[src/rtl/param_cfg_pkg.sv]
// param_cfg_pkg: shared address map and FSM state type for the parameter config controller
package param_cfg_pkg;
    localparam int CMD_ADDR_SIZE = 3;
    localparam logic [CMD_ADDR_SIZE-1:0] ADDR_ACT    = 3'd0;
    localparam logic [CMD_ADDR_SIZE-1:0] ADDR_DENSE  = 3'd1;
    localparam logic [CMD_ADDR_SIZE-1:0] ADDR_COST   = 3'd2;
    localparam logic [CMD_ADDR_SIZE-1:0] ADDR_LR     = 3'd3;
    localparam logic [CMD_ADDR_SIZE-1:0] ADDR_COMMIT = 3'd4;
    typedef enum logic [1:0] {IDLE, WAIT_IDLE, COMMIT} cfg_state_t;
endpackage

[src/rtl/param_stage_regs.sv]
// param_stage_regs: staged parameter fields with per-field dirty bits
module param_stage_regs #(
    parameter int act_type_size      = 4,
    parameter int dense_type_size    = 4,
    parameter int cost_type_size     = 8,
    parameter int learning_rate_size = 16,
    parameter int cmd_data_size      = 16
) (
    input  logic                          clk,
    input  logic                          reset,
    input  logic [3:0]                    wr,
    input  logic [cmd_data_size-1:0]      wr_data,
    input  logic                          clear_dirty,
    output logic [act_type_size-1:0]      act_type,
    output logic [dense_type_size-1:0]    dense_type,
    output logic [cost_type_size-1:0]     cost_type,
    output logic [learning_rate_size-1:0] learning_rate,
    output logic [3:0]                    dirty
);
    always_ff @(posedge clk) begin
        if (reset) begin
            act_type      <= '0;
            dense_type    <= '0;
            cost_type     <= '0;
            learning_rate <= '0;
            dirty         <= '0;
        end else begin
            if (wr[0]) act_type <= wr_data[act_type_size-1:0];
            if (wr[1]) dense_type <= wr_data[dense_type_size-1:0];
            if (wr[2]) cost_type <= wr_data[cost_type_size-1:0];
            if (wr[3]) learning_rate <= wr_data[learning_rate_size-1:0];
            dirty <= (clear_dirty ? 4'b0 : dirty) | wr;
        end
    end
endmodule

[src/rtl/param_config_controller.sv]
// param_config_controller: stages host parameter writes and applies them atomically once the datapath is idle
module param_config_controller
    import param_cfg_pkg::*;
#(
    parameter int act_type_size      = 4,
    parameter int dense_type_size    = 4,
    parameter int cost_type_size     = 8,
    parameter int learning_rate_size = 16,
    parameter int cmd_data_size      = 16
) (
    input  logic                          clk,
    input  logic                          reset,
    input  logic                          cmd_valid,
    output logic                          cmd_ready,
    input  logic [CMD_ADDR_SIZE-1:0]      cmd_addr,
    input  logic [cmd_data_size-1:0]      cmd_data,
    input  logic                          dp_busy,
    output logic                          dp_hold,
    output logic [act_type_size-1:0]      in_act_type,
    output logic [dense_type_size-1:0]    in_dense_type,
    output logic [cost_type_size-1:0]     in_cost_type,
    output logic [learning_rate_size-1:0] in_learning_rate,
    output logic                          update_act_type,
    output logic                          update_dense_type,
    output logic                          update_cost_type,
    output logic                          update_learning_rate,
    output logic                          commit_done,
    output logic                          cmd_err
);
    cfg_state_t state, next;
    logic       accept;
    logic [3:0] wr, dirty;
    logic       apply;

    assign accept = cmd_valid && cmd_ready;
    assign wr = {4{accept}} & {cmd_addr == ADDR_LR, cmd_addr == ADDR_COST,
                               cmd_addr == ADDR_DENSE, cmd_addr == ADDR_ACT};

    param_stage_regs #(
        .act_type_size(act_type_size),
        .dense_type_size(dense_type_size),
        .cost_type_size(cost_type_size),
        .learning_rate_size(learning_rate_size),
        .cmd_data_size(cmd_data_size)
    ) u_stage (
        .clk(clk),
        .reset(reset),
        .wr(wr),
        .wr_data(cmd_data),
        .clear_dirty(state == COMMIT),
        .act_type(in_act_type),
        .dense_type(in_dense_type),
        .cost_type(in_cost_type),
        .learning_rate(in_learning_rate),
        .dirty(dirty)
    );

    always_ff @(posedge clk) begin
        if (reset) begin
            state   <= IDLE;
            cmd_err <= 1'b0;
        end else begin
            state   <= next;
            cmd_err <= accept && (cmd_addr > ADDR_COMMIT);
        end
    end

    always_comb begin
        next = state == IDLE      ? ((accept && cmd_addr == ADDR_COMMIT) ? WAIT_IDLE : IDLE) :
               state == WAIT_IDLE ? (dp_busy ? WAIT_IDLE : COMMIT) : IDLE;
    end

    // Strobes are masked by reset so parameter_storage never latches in a reset cycle
    assign apply                = (state == COMMIT) && !reset;
    assign cmd_ready            = state == IDLE;
    assign dp_hold              = state != IDLE;
    assign commit_done          = apply;
    assign update_act_type      = apply && dirty[0];
    assign update_dense_type    = apply && dirty[1];
    assign update_cost_type     = apply && dirty[2];
    assign update_learning_rate = apply && dirty[3];
endmodule
[config.mk]
export PLATFORM = sky130hd
export DESIGN_NAME = param_config_controller
export DESIGN_NICKNAME = d
export VERILOG_FILES = /design/src/rtl/param_cfg_pkg.sv /design/src/rtl/param_stage_regs.sv /design/src/rtl/param_config_controller.sv
export SDC_FILE = /design/constraint.sdc
export NUM_CORES = 1
export LEC_CHECK = 0
export CAP_MARGIN = 20
export CORE_MARGIN = 3
export CORE_UTILIZATION = 46
export CTS_CLUSTER_DIAMETER = 60
export DETAILED_ROUTE_END_ITERATION = 16
export PLACE_DENSITY = 0.88
export SYNTH_ARGS = -nofsm -noshare
export SYNTH_HDL_FRONTEND = slang
export SYNTH_SLANG_ARGS = --single-unit
[constraint.sdc]
create_clock -name clk -period 2.95 [get_ports clk]
set_input_delay 0.7375 -clock clk [delete_from_list [all_inputs] [get_ports clk]]
set_output_delay 0.7375 -clock clk [all_outputs]
set_load 0.05 [all_outputs]
==> metrics.md <==
| Metric | Value |
|---|---|
| Result of the run | `finished, final reports clean` |
| Crit path max fanout | `5` |
| Antenna Nets Post-Route | `0` |
| Endpoints failing hold | `0` |
| Cell types with the largest area share after synthesis | `sky130_fd_sc_hd__dfxtp_1 48%, sky130_fd_sc_hd__nand2b_1 16%, sky130_fd_sc_hd__mux2i_1 15%` |
| Antenna violations before repair | `0` |
| Biggest area consumer among synthesized cells | `sky130_fd_sc_hd__dfxtp_1` |
| Number of CTS-inserted buffers | `5` |
| FF+latch count, synth | `39` |
| Residual DRC count | `0` |
| Area growth from synthesis to layout | `47.4%` |
| Avg WL per Cell | `13.2 um` |
| Critical Path End Type | `output pin` |
| Gr usage total | `18.5%` |
| Number of standard cells after synthesis | `169` |
| Share of layout cells above drive strength 1 | `7.79%` |
| Starting DRC count in detailed routing | `47` |
| Number of distinct library cell variants in the gate-level netlist after synthesis | `28` |
| Pleak | `0.000917 uW` |
| Number of detailed-routing iterations run before antenna repair | `4` |
| Fin crit share | `87.4%` |
| Worst Skew | `3.87 ps` |
| CTS Buffer Depth | `2` |
| R2R Path Start | `state[1]$_SDFF_PP0_` |
| Post-Syn Area per Cell | `9.72 um^2` |
| Initial cell density of the core | `48.5%` |
| Unrepaired setup endpoints after global routing | `no` |
| Core outline area | `0.00339 mm^2` |
| Most used standard cells in the synthesized netlist | `41 x sky130_fd_sc_hd__nand2b_1, 39 x sky130_fd_sc_hd__dfxtp_1, 24 x sky130_fd_sc_hd__mux2i_1` |
| Die Ht | `65.8 um` |
| Cell with the most instances after synthesis | `sky130_fd_sc_hd__nand2b_1` |
| Number of top-level design ports | `63` |
| Port bufs | `62` |
| Total detailed-routing wirelength | `3640 um` |
| YS warnings | `0` |
| Worst setup path startpoint | `reset` |
| Setup-failing EPs final | `0` |
| Post-route non-filler standard cell count | `277` |
| Min Clock Period, post-route | `2580 ps` |
| Number of buffers inserted by hold repair at cts | `0` |
| Floorplan row count | `21` |
| Final global-route overflow total | `0` |
| EDFF count, synth | `0` |
| Clock tree from TritonCTS | `yes` |
| Clock insertion delay at the later pin of the skew report | `360 ps` |
| Max Transition Viols Final | `0` |
| Count of fill cells added during filler insertion | `245` |
| Class of the most critical setup path | `input pin to output pin` |
| CP startpoint kind | `input pin` |
| Root buffer selected by CTS | `sky130_fd_sc_hd__clkbuf_4` |
| Die area | `0.00432 mm^2` |
| Sequential area share after synthesis | `47.5%` |
| Sink count of the clock tree | `39` |
| Proportion of synthesized flip-flops having asynchronous set or reset | `0%` |
| Remaining max-slew budget at the tightest pin | `65.4%` |
| Max-capacitance violation count | `0` |
| Pin count of the biggest net entering global routing | `56` |
| Cells after DPL | `269` |
| Worst Hold Launch | `u_stage.dirty[3]$_SDFF_PP0_` |
| Transition time at the pin with the least slew margin | `517 ps` |
| Via Count | `1,354` |
| X dimension of the die | `65.8 um` |
| Worst min path class | `flop to flop` |
| Ys flop type | `sky130_fd_sc_hd__dfxtp_1` |
| Post-CTS setup buffers | `0` |
| Total negative slack | `0 ps` |
| Synthesized cell area | `0.00164 mm^2` |
| Number of global-route vias before repair | `1,312` |
| DR vias/cell | `4.89` |
| Area share of the largest cell type after synthesis | `47.5%` |
| Worst voltage drop across the vdd grid | `0.334 mV` |
| Highest Clock Rate | `388 MHz` |
| CP required | `2210 ps` |
| Total power divided by cell area | `442 mW/mm^2` |
| Number of levels the H-tree was split into | `2` |
| Critical path arrival | `1840 ps` |
| Final RePlAce weighted congestion | `0.708` |
| Wire length of the first global-routing pass | `6000 um` |
| Resized Gates After CTS | `0` |
| Placed wire-length estimate | `2560 um` |
| Number of diodes | `0` |
| Clk pin slew, worst setup/hold paths | `110 ps` |
| Post-Synthesis Net Count | `192` |
| Layout net count | `253` |
==> stage by stage <==
stage	power, uW	instance area [um^2]	utilization [%]	hold WS, ps	setup WS [ps]
2_1_floorplan	643	1640	-	432	45.3
3_3_place_gp	702	2330	68.9	438	371
3_5_place_dp	704	2330	68.9	448	361
4_1_cts	1080	2420	71.4	464	361
5_1_grt	1110	2420	71.4	490	298
6_report	1070	2420	71.4	462	373
==> cells in the final DEF, fill, tap and decap left out, drive strengths merged, types with 2 or more instances in the layout <==
master / n
clkdlybuf4s50: 57
nand2b: 41
and2: 4
dfxtp: 39
a21oi: 4
clkbuf: 6
o21ai: 16
nor2: 3
nor2b: 8
mux2i: 24
nor4b: 2
buf: 7
nand2: 7
==> worst paths after layout <==
path	to	slack, ps	cells after the start
max	update_learning_rate	370	4
min	u_stage.dirty[3]$_SDFF_PP0_	460	2
max reg2reg	u_stage.cost_type[7]$_SDFFE_PP0P_	1240	3
min reg2reg	u_stage.dirty[3]$_SDFF_PP0_	460	2
==> cell type report <==
type,instances,area (um^2),share of cell area (%)
inverter,1,3.75,0.155
tap,46,57.6,2.38
multi-input combinational,119,807,33.3
clock inverter,2,35.0,1.45
clock buffer,6,51.3,2.12
timing repair buffer,64,686,28.3
sequential,39,781,32.2
==> state kept, by name, summed over array words and instances (netlist names) <==
signal	count
u_stage.learning_rate	16
u_stage.act_type	4
u_stage.dense_type	4
cmd_err	1
u_stage.cost_type	8
u_stage.dirty	4
state	2
==> metal layers <==
metal / track usage, % / vias to the layer above / wire [um]
li1: - / 681 / -
met2: 29.5 / 45 / 1700
met1: 21.7 / 622 / 1610
met4: 10.9 / 0 / 61
met5: 0 / - / 0
met3: 5.64 / 6 / 272
==> where the power goes <==
part           switching, uW  internal (uW)  leakage, uW  total [uW]
Clock                    178            200    0.0000482         378
Sequential              6.72            539     0.000316         546
Combinational           79.0           67.5     0.000553         146
Total                    264            806     0.000917        1070
==> cell families (layout without fill, tap and decap cells) <==
kind of cell           after synthesis  in the layout  synth area share (%)
buffers and inverters               11             73                  3.35
AO/OA/AOI/OAI                       21             21                  6.78
AND/OR/NAND/NOR                     74             74                  27.7
flip-flops                          39             39                  47.5
multiplexers                        24             24                  14.6
==> critical path: stages <==
cell                              delay (ps)
sky130_fd_sc_hd__clkdlybuf4s50_1         430
sky130_fd_sc_hd__nor2_1                  300
sky130_fd_sc_hd__and2_1                  230
sky130_fd_sc_hd__buf_12                  140
Power figures use the tool's default switching activity.
